===== src/rtl/csa_result_collector_if.sv =====
// Upstream/downstream handshake bundle for csa_result_collector.
// slave = collector side, master = producer/consumer side.
interface csa_result_collector_if #(
  parameter int WIDTH = 5
);
  logic             i_valid;
  logic             o_ready;
  logic [WIDTH-1:0] i_add_term1;
  logic [WIDTH-1:0] i_add_term2;
  logic [WIDTH-1:0] i_sum;
  logic             i_cout;
  logic             o_valid;
  logic             i_ready;
  logic [WIDTH:0]   o_result;
  logic             o_mismatch;

  modport slave (
    input  i_valid,
    input  i_add_term1,
    input  i_add_term2,
    input  i_sum,
    input  i_cout,
    input  i_ready,
    output o_ready,
    output o_valid,
    output o_result,
    output o_mismatch
  );

  modport master (
    output i_valid,
    output i_add_term1,
    output i_add_term2,
    output i_sum,
    output i_cout,
    output i_ready,
    input  o_ready,
    input  o_valid,
    input  o_result,
    input  o_mismatch
  );
endinterface


===== src/rtl/csa_result_collector.sv =====
// Captures adder results, checks them against a golden sum and
// buffers {mismatch, result} in a FWFT FIFO with saturating stats.
module csa_result_collector #(
  parameter int WIDTH = 5,
  parameter int DEPTH = 4,
  parameter int CNT_W = 16
) (
  input  logic                 i_clk,
  input  logic                 i_rst,
  csa_result_collector_if.slave bus,
  output logic [CNT_W-1:0]     o_txn_count,
  output logic [CNT_W-1:0]     o_err_count,
  output logic                 o_sticky_err,
  output logic                 o_full,
  output logic                 o_empty
);
  localparam int PW = $clog2(DEPTH);
  localparam int RW = WIDTH + 1;
  localparam logic [PW:0] OCC_FULL = (PW+1)'(DEPTH);

  typedef logic [RW:0] entry_t;

  entry_t          mem [DEPTH];
  logic [PW-1:0]   wr_ptr;
  logic [PW-1:0]   rd_ptr;
  logic [PW:0]     occ;
  logic [PW:0]     occ_nxt;
  logic            push;
  logic            pop;
  logic            mismatch;
  logic [RW-1:0]   golden;
  logic [RW-1:0]   adder_res;
  entry_t          head;

  // ready depends only on registered full and reset, never on i_ready
  assign bus.o_ready = !o_full && !i_rst;
  assign push        = bus.i_valid && bus.o_ready;
  assign bus.o_valid = !o_empty;
  assign pop         = bus.o_valid && bus.i_ready;

  assign golden    = RW'(bus.i_add_term1) + RW'(bus.i_add_term2);
  assign adder_res = {bus.i_cout, bus.i_sum};
  assign mismatch  = golden != adder_res;

  assign head           = o_empty ? '0 : mem[rd_ptr];
  assign bus.o_mismatch = head[RW];
  assign bus.o_result   = head[RW-1:0];

  always_comb begin
    occ_nxt = occ;
    case ({push, pop})
      2'b10:   occ_nxt = occ + 1'b1;
      2'b01:   occ_nxt = occ - 1'b1;
      default: occ_nxt = occ;
    endcase
  end

  always_ff @(posedge i_clk) begin
    if (push) begin
      mem[wr_ptr] <= {mismatch, adder_res};
    end
  end

  always_ff @(posedge i_clk) begin
    if (i_rst) begin
      wr_ptr       <= '0;
      rd_ptr       <= '0;
      occ          <= '0;
      o_full       <= 1'b0;
      o_empty      <= 1'b1;
      o_txn_count  <= '0;
      o_err_count  <= '0;
      o_sticky_err <= 1'b0;
    end else begin
      if (push) begin
        wr_ptr <= wr_ptr + 1'b1;
      end
      if (pop) begin
        rd_ptr <= rd_ptr + 1'b1;
      end
      occ     <= occ_nxt;
      o_full  <= occ_nxt == OCC_FULL;
      o_empty <= occ_nxt == '0;
      if (push && o_txn_count != '1) begin
        o_txn_count <= o_txn_count + 1'b1;
      end
      if (push && mismatch && o_err_count != '1) begin
        o_err_count <= o_err_count + 1'b1;
      end
      if (push && mismatch) begin
        o_sticky_err <= 1'b1;
      end
    end
  end
endmodule


===== src/flat_wrapper.sv =====
// flat-port wrapper written by rule: the top's interface ports become plain ports
module csa_result_collector_flat 
#(
  parameter int WIDTH = 5,
  parameter int DEPTH = 4,
  parameter int CNT_W = 16
)
  (i_clk, i_rst, o_txn_count, o_err_count, o_sticky_err, o_full, o_empty, bus_i_valid, bus_i_add_term1, bus_i_add_term2, bus_i_sum, bus_i_cout, bus_i_ready, bus_o_ready, bus_o_valid, bus_o_result, bus_o_mismatch);
  csa_result_collector_if #(.WIDTH(WIDTH)) bus_i ();
  input  logic i_clk;
  input  logic i_rst;
  output logic [CNT_W-1:0] o_txn_count;
  output logic [CNT_W-1:0] o_err_count;
  output logic o_sticky_err;
  output logic o_full;
  output logic o_empty;
  input wire logic [$bits(bus_i.i_valid)-1:0] bus_i_valid;
  input wire logic [$bits(bus_i.i_add_term1)-1:0] bus_i_add_term1;
  input wire logic [$bits(bus_i.i_add_term2)-1:0] bus_i_add_term2;
  input wire logic [$bits(bus_i.i_sum)-1:0] bus_i_sum;
  input wire logic [$bits(bus_i.i_cout)-1:0] bus_i_cout;
  input wire logic [$bits(bus_i.i_ready)-1:0] bus_i_ready;
  output wire logic [$bits(bus_i.o_ready)-1:0] bus_o_ready;
  output wire logic [$bits(bus_i.o_valid)-1:0] bus_o_valid;
  output wire logic [$bits(bus_i.o_result)-1:0] bus_o_result;
  output wire logic [$bits(bus_i.o_mismatch)-1:0] bus_o_mismatch;
  assign bus_i.i_valid = bus_i_valid;
  assign bus_i.i_add_term1 = bus_i_add_term1;
  assign bus_i.i_add_term2 = bus_i_add_term2;
  assign bus_i.i_sum = bus_i_sum;
  assign bus_i.i_cout = bus_i_cout;
  assign bus_i.i_ready = bus_i_ready;
  assign bus_o_ready = bus_i.o_ready;
  assign bus_o_valid = bus_i.o_valid;
  assign bus_o_result = bus_i.o_result;
  assign bus_o_mismatch = bus_i.o_mismatch;
  csa_result_collector #(.WIDTH(WIDTH), .DEPTH(DEPTH), .CNT_W(CNT_W)) u_core (.i_clk(i_clk), .i_rst(i_rst), .bus(bus_i), .o_txn_count(o_txn_count), .o_err_count(o_err_count), .o_sticky_err(o_sticky_err), .o_full(o_full), .o_empty(o_empty));
endmodule

===== config.mk =====
export PLATFORM = sky130hd
export DESIGN_NAME = csa_result_collector_flat
export DESIGN_NICKNAME = d
export VERILOG_FILES = /design/src/rtl/csa_result_collector_if.sv /design/src/rtl/csa_result_collector.sv /design/src/flat_wrapper.sv
export SDC_FILE = /design/constraint.sdc
export NUM_CORES = 1
export LEC_CHECK = 0
export BUFFER_PORTS_ARGS = -buffer_cell sky130_fd_sc_hd__buf_2
export CORE_ASPECT_RATIO = 1.5
export CORE_MARGIN = 2
export CORE_UTILIZATION = 40
export CTS_BUF_LIST = sky130_fd_sc_hd__clkbuf_4 sky130_fd_sc_hd__clkbuf_8 sky130_fd_sc_hd__clkbuf_16
export CTS_CLUSTER_DIAMETER = 50
export CTS_CLUSTER_SIZE = 10
export DETAILED_ROUTE_END_ITERATION = 16
export HOLD_SLACK_MARGIN = 0.08
export PLACE_DENSITY = 0.67
export RECOVER_POWER = 50
export SLEW_MARGIN = 10
export SYNTH_ARGS = -nofsm -noshare
export SYNTH_HDL_FRONTEND = slang
export SYNTH_SLANG_ARGS = --single-unit

===== constraint.sdc =====
create_clock -name i_clk -period 3.7 [get_ports i_clk]
set_clock_uncertainty 0.15 [all_clocks]
set_input_delay 0.555 -clock i_clk [delete_from_list [all_inputs] [get_ports i_clk]]
set_output_delay 0.555 -clock i_clk [all_outputs]
set_load 0.03 [all_outputs]

* Word-level counts from Yosys, hierarchy flattened
Memories as Yosys holds them, arrays and structs flattened. A register that Yosys moved wholly into a read port is not among the register bits.
Cells that the tools add are included.
** Cells by class
- $add $sub $neg :: 7
- Equality and inequality tests :: 6
- Mux-type cells :: 6
- Reductions and logical operators :: 10
** Operators by type and width (count)
- $add A16 B1 Y16 const B :: 2
- $ne A16 B16 Y1 const B :: 2
- $mux W7 :: 1
- $add A5 B5 Y6 :: 1
- $logic_and A1 B1 Y1 :: 6
- $ne A6 B6 Y1 :: 1
- $pmux W3 S2 :: 1
- $add A2 B1 Y2 const B :: 2
- $mux W2 :: 2
- $add A3 B1 Y3 const B :: 1
- $eq A3 B3 Y1 const B :: 1
- $logic_not A1 Y1 :: 3
- $logic_not A3 Y1 :: 1
- $sub A3 B1 Y3 const B :: 1
- $eq A2 B1 Y1 const B :: 1
- $eq A2 B2 Y1 const B :: 1
- $mux W1 :: 2
** Word-level totals
- Register bits after elaboration :: 42
- Output and inout port bits :: 44
- Memory bits (writable) :: 28
- Memories kept :: 1
- Bits of input ports :: 20
** Memory list
- u_core.mem :: words 4, bits a word 7, read ports 1, clocked after memory_dff 1, wr ports 1, line csa_result_collector.sv:23 : entry_t mem [DEPTH];

* Longest topological paths before layout
Gate-level depths: netlist of run 1.
- Word-level depth :: 6
- Gate-level depth with buffers :: 11

* Least setup slack after synthesis of run 1
OpenSTA, ideal clock, no wires.
- Path type :: input -> register
- Start point :: input port bus_i_add_term2[0]
- End point :: register u_core.o_err_count[1]
- Slack :: 0.845 ns
- Data required time :: 3.418 ns
- Cell stages on the path :: 11
- Setup time :: 0.132 ns
- Arrival :: 2.573 ns
- Cells stage by stage :: ha_1 fa_1 a21o_1 a21oi_1 xnor2_1 o2111a_1 clkbuf_1 clkbuf_1 inv_1 nand4_1 a21oi_1
** On the way
- Word-level cells in the longest chain between the ends :: 4
** Ends and longest elaborated chain
- start, declared :: line flat_wrapper.sv:19 : input wire logic [$bits(bus_i.i_add_term2)-1:0] bus_i_add_term2;
- $add A5 B5 Y6 :: line csa_result_collector.sv:41 : assign golden = RW'(bus.i_add_term1) + RW'(bus.i_add_term2);
- $ne A6 B6 Y1 :: line csa_result_collector.sv:43 : assign mismatch = golden != adder_res;
- via u_core.mismatch :: line csa_result_collector.sv:30 : logic mismatch;
- $logic_and A1 B1 Y1 (2 in series) :: line csa_result_collector.sv:87 : if (push && mismatch && o_err_count != '1) begin
- end signal, assigned :: line csa_result_collector.sv:88 : o_err_count <= o_err_count + 1'b1;
- end, declared :: line csa_result_collector.sv:12 : output logic [CNT_W-1:0] o_err_count,
The timed path passes the listed nets, and every way through them passes these cells.
A chain may end at the register's enable or synchronous reset.

* Final worst setup path of run 1
- Start point :: input port bus_i_add_term2[0]
- End point :: register u_core.o_err_count[14]
** On the way
- Word-level cells in the longest chain between the ends :: 4
** Ends and longest elaborated chain (line)
- $add A5 B5 Y6 :: csa_result_collector.sv:41
- $ne A6 B6 Y1 :: csa_result_collector.sv:43
- $logic_and A1 B1 Y1 (2 in series) :: csa_result_collector.sv:87
No other way between the ends.

==> flow_summary.yaml, run 1 <==
clock_network:
  ctsHtreeMaxLevel: 3
  clk-insertion-delay-late_ns: 0.32
  cts.clk_slew.worst_paths_ns: 0.06
  numClockSinks: 72
  cts_resized: 0
  tritoncts: "done"
  root_buffer: "clkbuf_16"
  numCtsBuffers: 9
  cts_setup_buffers: 0
  ctsLongestPathBuffers: 2
  post_cts_hold_buffer_count: 0
final_layout:
  areaGrowthSynthToFinish_pct: 18.9
  diodes: 0
  layout.cells.non_filler: 494
  utilization_pct: 48.6
  nets: 416
  drive_gt1_share_pct: 13.7
  fillCellCount: 807
pwr:
  pwr-share-comb_pct: 17.0
  static-leakage-power_nw: 1.38
  power.clock.fraction_pct: 38.6
  irDropWorstVdd_mv: 0.295
  netSwitchingFraction_pct: 28.3
  cellPowerDensity_mw_per_mm2: 501
  power.internal_mw: 1.45
  p_sw_uw: 572
  share_seq_of_total_power_pct: 44.4
sta:
  setup_ws_ns: 0.715
  worst_slew_margin_rel_pct: 39.1
  min_period_ns: 2.99
  rsz0062_at_grt: "no"
  hold_slack_ns: 0.333
  hold_viol_final: 0
  final_setup_vio_count: 0
  max_freq_mhz: 335
  max_slew.worst_pin.slew_ns: 0.913
  layout_worst_path_cycle_share_pct: 80.7
  final_max_slew_viol_count: 0
  setup_total_negative_slack_ns: 0
detailed_routing:
  route.vias.total: 2610
  wirelength_um: 7050
  drt_drc_violations_left: 0
  vias_per_cell: 5.28
  detail-route-antenna-nets: 0
  detailedRoute.firstPassIterationCount: 4
  wl_per_cell_um: 14.3
  dr.first_iter.drc_count: 136
logic_synthesis:
  ys_async_sr_fraction_pct: 0
  ys_seq_area_share_pct: 50.7
  ys_top_cells_by_count: "44 x dfxtp_1, 29 x nor2_1, 28 x edfxtp_1"
  synth_flop_cell: "dfxtp_1"
  ys_warn_count: 0
  synth_cell_type_count: 46
  synth.top_cells.by_area: "dfxtp_1 26%, edfxtp_1 25%, mux4_2 4.6%"
  synth.net_count: 350
  yosysMostFrequentCell: "dfxtp_1"
  post_synthesis_register_bit_count: 72
  mappedNetlistArea_mm2: 0.00339
  synth_top_area_share_pct: 25.9
  synth_cells: 316
  synthesis.area_per_instance_um2: 10.7
  edff_count_synth: 28
  synth_top_area_cell: "dfxtp_1"
job:
  max-cap-violations: 0
floorplanning:
  core.rowCount: 41
  floorplan.initialDensity_pct: 40.8
  design.die.area_mm2: 0.00925
  fp.dieW_um: 79.2
  die_height_um: 117
  boundaryPins: 64
  core_mm2: 0.00831
worst_setup_path:
  critical-path-slowest-cell: "o2111a_1"
  reg2regPathDepth: 5
  worst_path_largest_cell_delay_ns: 0.80
  crit_buf_inv: 1
  r2r_end: "u_core.o_err_count[14]$_SDFFE_PP0P_"
  worst-path-max-fanout: 30
  worst_setup_path_endpoint: "u_core.o_err_count[14]$_SDFFE_PP0P_"
  end_kind: "register"
  crit_family: "compound AO/OA/AOI/OAI gates"
  critPathLaunchType: "primary input"
  worst_r2r_startpoint: "u_core.o_full$_SDFF_PP0_"
  crit_arrival_ns: 3.04
  cp_num_cells: 9
  setup.reg_to_reg.worst_slack_ns: 1.10
  cp_data_required_time_ns: 3.76
  crit_path_cell_trace: "buf_2 > ha_1 > fa_1 > a21o_1 > a21oi_1 > xnor2_1 > o2111a_1 > nor4_1 > mux2_2"
  worst_setup_path_startpoint: "bus_i_add_term2[0]"
  path_class: "primary input to register"
global_routing:
  antenna_found_initial: 0
  remaining_overflow_grt: 0
  global_route.usage.total_pct: 16.0
  maximum_number_of_pins_on_one_net_before_global_route_repair: 40
  first_global_vias: 2492
  grt_pass1_wl_um: 11600
run_status:
  status: "finished, final reports clean"
place:
  dp_cells: 478
  port-buffer-count: 63
  place.detailed.hpwl_um: 5150
  pre_cts_slack_ns: 0.384
  finalWeightedCongestion: 0.855
worst_hold_path:
  min-delay-path-class: "register to register"
power groups by stage:
| stage | Combinational (mW) | Clock (mW) | Sequential (mW) |
|---|---|---|---|
| floorplan | 0.250 | 0 | 0.917 |
| global placement | 0.342 | 0 | 0.914 |
| detailed placement | 0.351 | 0 | 0.916 |
| CTS | 0.353 | 0.802 | 0.899 |
| global route | 0.379 | 0.830 | 0.904 |
| finish | 0.344 | 0.781 | 0.897 |
worst reg2reg max path, delay by kind of cell, from the launching register on:
family,cells,cell delay (ns)
DFF,1,0.33
buffers and inverters,1,0.61
muxes,1,0.36
and+or+nand+nor,3,1.03
worst min-delay path by stage:
stage / from / to / slack (ns) / cells past startpoint
floorplan: u_core.occ[1]$_SDFF_PP0_ / u_core.occ[1]$_SDFF_PP0_ / 0.31 / 2
detailed placement: u_core.o_sticky_err$_SDFFE_PP0P_ / u_core.o_sticky_err$_SDFFE_PP0P_ / 0.32 / 1
global route: u_core.o_sticky_err$_SDFFE_PP0P_ / u_core.o_sticky_err$_SDFFE_PP0P_ / 0.36 / 1
finish: u_core.o_sticky_err$_SDFFE_PP0P_ / u_core.o_sticky_err$_SDFFE_PP0P_ / 0.33 / 1
CTS: bus_i_sum[0] / u_core.mem[2][0]$_DFFE_PP_ / 0.33 / 1
global placement: u_core.o_sticky_err$_SDFFE_PP0P_ / u_core.o_sticky_err$_SDFFE_PP0P_ / 0.30 / 1
state kept, by name, indices dropped and copies added (netlist names), named ones only:
signal / cells
u_core.mem: 28
u_core.o_err_count: 16
u_core.o_txn_count: 16
u_core.occ: 3
u_core.rd_ptr: 2
u_core.wr_ptr: 2
u_core.o_empty: 1
u_core.o_full: 1
u_core.o_sticky_err: 1
cell families after synthesis:
group	share of synthesized area [%]
xor gates and xnor gates	6.71
and+or+nand+nor	19.4
muxes	5.27
AOI/OAI and AO/OA	9.44
adders and majority gates	5.60
buffers and inverters	2.88
DFF	50.7
layer usage:
layer	up-vias	GRT usage [%]	part of all wire (%)
li1	1296	-	-
met1	1258	18.4	41
met2	54	29.4	53
met3	2	3.22	4.6
met4	0	5.52	0.68
met5	-	0	0
per-stage QoR:
stage | instance area [um^2] | power, mW
after floorplan | 3390 | 1.17
after global placement | 3820 | 1.26
after detailed placement | 3820 | 1.27
after CTS | 4100 | 2.05
after global routing | 4040 | 2.11
final | 4040 | 2.02
cell type report:
| type | instances | area, um^2 | share of cell area (%) |
|---|---|---|---|
| clock buffers | 9 | 225 | 5.58 |
| inverters | 13 | 48.8 | 1.21 |
| flip-flops and latches | 72 | 1720 | 42.7 |
| well taps | 107 | 134 | 3.32 |
| repair buffers | 66 | 282 | 6.97 |
| multi-input cells | 220 | 1570 | 38.9 |
| clock inverters | 7 | 55.1 | 1.36 |
cells in the final DEF, fill, tap and decap left out, types with 9 or more instances in the layout:
| master | count |
|---|---|
| a21oi_1 | 18 |
| xor2_1 | 11 |
| nand2_1 | 21 |
| inv_1 | 13 |
| and2_1 | 12 |
| nand3_1 | 10 |
| nor2_1 | 29 |
| edfxtp_1 | 28 |
| ha_1 | 12 |
| nor3_1 | 9 |
| clkbuf_16 | 9 |
| buf_2 | 21 |
| xnor2_1 | 15 |
| dfxtp_1 | 44 |
| clkbuf_1 | 43 |
| nand4_1 | 12 |
(Power assumes the default switching activity.)
==> run 2, diff against run 1 <==
- PLACE_DENSITY: 0.67 -> 0.69
- clock period: 3.7 -> 2.7 ns (I/O delays scaled with it)
==> flow_summary.yaml, run 2 (synthesis gave the netlist of run 1 again) <==
sta:
  worst_slew_margin_rel_pct: 51.9
  rsz0062_at_grt: "no"
  max_slew.worst_pin.slew_ns: 0.722
  min_period_ns: 2.53
  layout_worst_path_cycle_share_pct: 93.5
  final_setup_vio_count: 0
  max_freq_mhz: 396
  final_max_slew_viol_count: 0
  hold_viol_final: 0
clock_network:
  post_cts_hold_buffer_count: 0
  ctsHtreeMaxLevel: 3
  numClockSinks: 72
  tritoncts: "done"
  clk-insertion-delay-late_ns: 0.33
  root_buffer: "clkbuf_16"
  numCtsBuffers: 9
  cts_setup_buffers: 0
  cts_resized: 0
  ctsLongestPathBuffers: 2
  cts.clk_slew.worst_paths_ns: 0.06
worst_setup_path:
  end_kind: "register"
  worst-path-max-fanout: 21
  critPathLaunchType: "primary input"
  crit_path_cell_trace: "buf_2 > ha_1 > fa_1 > a21o_1 > a21oi_1 > xnor2_1 > o2111a_1 > buf_12 > or4_1 > a21oi_1"
  reg2regPathDepth: 5
  worst_r2r_startpoint: "u_core.o_full$_SDFF_PP0_"
  crit_arrival_ns: 2.63
  crit_family: "compound AO/OA/AOI/OAI gates"
  worst_setup_path_startpoint: "bus_i_add_term2[0]"
  cp_data_required_time_ns: 2.81
  most_used_cell_along_the_critical_path: "a21oi_1"
  worst_path_largest_cell_delay_ns: 0.52
  cp_num_cells: 10
  path_class: "primary input to register"
  critical-path-slowest-cell: "or4_1"
  crit_buf_inv: 2
worst_hold_path:
  hold_path_depth: 1
  worstHoldStart: "bus_i_sum[4]"
  min-delay-path-class: "primary input to register"
detailed_routing:
  detail-route-antenna-nets: 0
  dr.first_iter.drc_count: 140
  wirelength_um: 7080
  drt_drc_violations_left: 0
  vias_per_cell: 5.23
  detailedRoute.firstPassIterationCount: 5
  route.vias.total: 2605
  wl_per_cell_um: 14.2
floorplanning:
  fp.dieW_um: 79.2
  core_mm2: 0.00831
  die_height_um: 117
  core.rowCount: 41
  design.die.area_mm2: 0.00925
  floorplan.initialDensity_pct: 40.8
  boundaryPins: 64
place:
  finalWeightedCongestion: 0.829
  place.detailed.hpwl_um: 5320
  port-buffer-count: 63
job:
  max-cap-violations: 0
global_routing:
  antenna_found_initial: 0
  first_global_vias: 2579
  remaining_overflow_grt: 0
  global_route.usage.total_pct: 16.9
  grt_pass1_wl_um: 12100
  maximum_number_of_pins_on_one_net_before_global_route_repair: 40
pwr:
  irDropWorstVdd_mv: 0.381
  power_mw: 2.78
  static-leakage-power_nw: 1.42
  cellPowerDensity_mw_per_mm2: 680
run_status:
  status: "finished, final reports clean"
final_layout:
  final_common_cell: "dfxtp_1"
  mostFrequentLayoutCells: "44 x dfxtp_1, 43 x clkbuf_1, 29 x nor2_1"
  largestRegisters: "u_core.mem (28), u_core.o_err_count (16), u_core.o_txn_count (16)"
  utilization_pct: 49.1
  largest_register_ff_count: 28
  largest_reg_by_ff_count: "u_core.mem"
  nets: 420
  drive_gt1_share_pct: 14.8
  areaGrowthSynthToFinish_pct: 20.3
  diodes: 0
## run 2: changes by cell type in the layout (fill, tap and decap cells not counted), moves of 2 or more
cell      delta
buf_4        +3
clkbuf_4     +3
clkinv_4     -2
inv_6        -2
## run 2: worst reg2reg max path: cells and delay by family, from the launching register on
kind                   cells  cell delay, ns
and+or+nand+nor            3            0.95
buffers and inverters      1            0.58
muxes                      1            0.37
DFF                        1            0.33
## run 2: cell type report
type                            count  area (um^2)
Clock buffer                       13          262
Clock inverter                      3         17.5
Fill cell                         813         4230
Inverter                           13         48.8
Multi-Input combinational cell    220         1580
Sequential cell                    72         1720
Tap cell                          107          134
Timing Repair Buffer               70          324
## run 2: final timing paths
kind	endpoint	slack, ns
hold / removal	u_core.mem[1][4]$_DFFE_PP_	0.26
hold reg to reg	u_core.o_sticky_err$_SDFFE_PP0P_	0.33
setup / recovery	u_core.o_err_count[11]$_SDFFE_PP0P_	0.17
setup reg to reg	u_core.o_err_count[14]$_SDFFE_PP0P_	0.21
## run 2: metrics by stage
step | hold slack, ns | setup TNS, ns | instances | instance area, um^2 | setup slack [ns]
floorplan | 0.309 | 0 | 316 | 3400 | 0.0801
global placement | 0.297 | -0.555 | 482 | 3860 | -0.0730
detailed placement | 0.309 | -1.08 | 482 | 3860 | -0.136
CTS | 0.169 | 0 | 498 | 4140 | 0.176
global route | 0.266 | 0 | 498 | 4080 | 0.0341
finish | 0.263 | 0 | 498 | 4080 | 0.174
## run 2: report_power, final
part	switching [mW]	internal, mW	total [mW]
combinational	0.289	0.182	0.470
sequential	0.0475	1.18	1.23
clock	0.403	0.673	1.08
total	0.740	2.04	2.78
## run 2: routing by layer
metal | vias to the layer above | GRT usage [%] | share of wire, %
met5 | - | 0 | 0
met4 | 0 | 6.32 | 1.5
li1 | 1302 | - | -
met1 | 1229 | 18.0 | 39
met2 | 63 | 30.7 | 54
met3 | 11 | 5.52 | 5.7
==> run 3, diff against run 2 <==
- ABC_AREA: unset -> 1
- GPL_TIMING_DRIVEN: unset -> 0
- PLACE_DENSITY: 0.69 -> 0.68
==> flow_summary.yaml, run 3 <==
run_status:
  status: "finished, final reports clean"
logic_synthesis:
  synthesis.area_per_instance_um2: 8.03
  ys_async_sr_fraction_pct: 0
  synth_cells: 469
  yosysMostFrequentCell: "nand2_1"
  synth.area.mux_share_pct: 0
  synth_cell_type_count: 34
  synth_compound_gate_area_share_pct: 10.6
  synth_flop_cell: "dfxtp_1"
  ys_top_cells_by_count: "89 x nand2_1, 69 x nor2_1, 59 x inv_1"
  synth_top_area_share_pct: 23.4
  post_synth_and_or_nand_nor_area_fraction_pct: 26.1
  synth.net_count: 503
  synth_top_area_cell: "dfxtp_1"
  synth.top_cells.by_area: "dfxtp_1 23%, edfxtp_1 22%, nand2_1 8.9%"
  edff_count_synth: 28
  synth_xor_area_share_pct: 4.19
  ys_seq_area_share_pct: 45.7
  post_synthesis_register_bit_count: 72
  mappedNetlistArea_mm2: 0.00377
  synth_adder_area_share_pct: 5.05
  synth_top_family_by_area: "simple AND/OR/NAND/NOR gates"
  ys_warn_count: 0
floorplanning:
  design.die.area_mm2: 0.0102
  floorplan.initialDensity_pct: 40.9
  core_mm2: 0.00920
  fp.dieW_um: 83.2
  die_height_um: 123
  core.rowCount: 43
  boundaryPins: 64
sta:
  final_setup_vio_count: 0
  setup_total_negative_slack_ns: 0
  max_slew.worst_pin.slew_ns: 0.719
  hold_viol_final: 0
  layout_worst_path_cycle_share_pct: 90.4
  rsz0062_at_grt: "no"
  min_period_ns: 2.44
  max_freq_mhz: 410
  worst_slew_margin_rel_pct: 51.9
  final_max_slew_viol_count: 0
clock_network:
  cts.clk_slew.worst_paths_ns: 0.06
  ctsHtreeMaxLevel: 3
  numClockSinks: 72
  cts_resized: 0
  numCtsBuffers: 9
  clk-insertion-delay-late_ns: 0.34
  cts_setup_buffers: 0
  tritoncts: "done"
  ctsLongestPathBuffers: 2
  root_buffer: "clkbuf_16"
  post_cts_hold_buffer_count: 0
detailed_routing:
  vias_per_cell: 4.99
  detail-route-antenna-nets: 0
  dr.first_iter.drc_count: 133
  detailedRoute.firstPassIterationCount: 4
  wirelength_um: 8330
  drt_drc_violations_left: 0
  wl_per_cell_um: 12.6
  route.vias.total: 3292
final_layout:
  largest_register_ff_count: 28
  largest_reg_by_ff_count: "u_core.mem"
  drive_gt1_share_pct: 11.9
  mostFrequentLayoutCells: "90 x nand2_1, 70 x nor2_1, 59 x inv_1"
  largestRegisters: "u_core.mem (28), u_core.o_err_count (16), u_core.o_txn_count (16)"
  areaGrowthSynthToFinish_pct: 18.3
  final_common_cell: "nand2_1"
  fillCellCount: 901
  diodes: 0
  nets: 577
worst_hold_path:
  min-delay-path-class: "primary input to register"
job:
  max-cap-violations: 0
place:
  place.detailed.hpwl_um: 6310
  port-buffer-count: 63
  finalWeightedCongestion: 0.879
pwr:
  irDropWorstVdd_mv: 0.449
  cellPowerDensity_mw_per_mm2: 654
  static-leakage-power_nw: 1.78
  power_mw: 2.91
global_routing:
  grt_pass1_wl_um: 14000
  first_global_vias: 3169
  met1_track_usage_gr_pct: 18.1
  grt.busiest_layer: "met2"
  maximum_number_of_pins_on_one_net_before_global_route_repair: 14
  global_route.usage.total_pct: 17.2
  remaining_overflow_grt: 0
  global_route.usage.met2_pct: 31.9
  met3_track_demand_over_resource_pct: 2.89
  antenna_found_initial: 0
worst_setup_path:
  end_kind: "output port"
  crit_arrival_ns: 1.89
  critPathLaunchType: "register"
  cp_data_required_time_ns: 2.14
  worst-path-max-fanout: 10
  path_class: "register to output port"
-- run 3: cell count changes in the layout (fill, tap and decap cells not counted), sizes merged, moves of 8 or more --
cell   previous run  this run
or4               8         0
o31ai             8         0
nand4            12        21
nor2             29        73
inv              13        63
xnor2            15         7
and2             13         0
nand2            21        91
or3               8         0
nand3            10        18
o21ai             7        30
a21oi            18        36
-- run 3: final timing paths --
kind,slack (ns),cells after the start,endpoint,startpoint
worst max-delay path,0.26,6,bus_o_result[3],register
worst max register to register,0.38,12,u_core.o_full$_SDFF_PP0_,u_core.o_empty$_SDFF_PP1_
worst min-delay path,0.22,2,u_core.o_txn_count[11]$_SDFFE_PP0P_,i_rst
worst min register to register,0.33,2,u_core.o_txn_count[2]$_SDFFE_PP0P_,u_core.o_txn_count[2]$_SDFFE_PP0P_
-- run 3: power breakdown --
part / internal (mW) / total [mW] / switching [mW]
Sequential: 1.18 / 1.21 / 0.0318
Clock: 0.721 / 1.16 / 0.436
Combinational: 0.158 / 0.544 / 0.387
-- run 3: critical path, stage by stage (launching register included) --
cell	delay, ns
dfxtp_1	0.42
clkbuf_1	0.38
nor2_1	0.11
nor2_1	0.11
o21ai_0	0.11
a21oi_1	0.20
buf_2	0.22
-- run 3: per-stage QoR --
stage / setup WS [ns] / util [%] / cell area (um^2) / std cells / hold slack (ns)
floorplan: 0.375 / - / 3770 / 469 / 0.317
global placement: 0.147 / 45.9 / 4220 / 644 / 0.302
detailed placement: 0.120 / 45.9 / 4220 / 644 / 0.314
CTS: 0.246 / 49.1 / 4520 / 660 / 0.139
global route: 0.132 / 48.4 / 4460 / 660 / 0.239
finish: 0.258 / 48.4 / 4460 / 660 / 0.215
-- run 3: cells by family (layout without fill, tap and decap cells) --
kind of cell	count (synthesis)	count (layout)
xor+xnor	18	18
simple gates	216	216
compound gates	71	71
fa+ha+maj	14	14
flops	72	72
buf+inv	78	157
-- run 3: final cells by class --
| class | count | area, um^2 | area share (%) |
|---|---|---|---|
| multi-input cells | 319 | 1730 | 38.7 |
| inverters | 63 | 236 | 5.31 |
| repair buffers | 63 | 262 | 5.87 |
| well taps | 112 | 140 | 3.14 |
| plain buffers | 15 | 76.3 | 1.71 |
| flip-flops and latches | 72 | 1720 | 38.6 |
| clock buffers | 10 | 233 | 5.22 |
| clock inverters | 6 | 61.3 | 1.38 |
-- run 3: metal layers --
metal  up-vias  part of all wire [%]
li1       1685                     -
met1      1511                    41
met2        74                    52
met3        22                   4.0
met4         0                   3.1
met5         -                     0
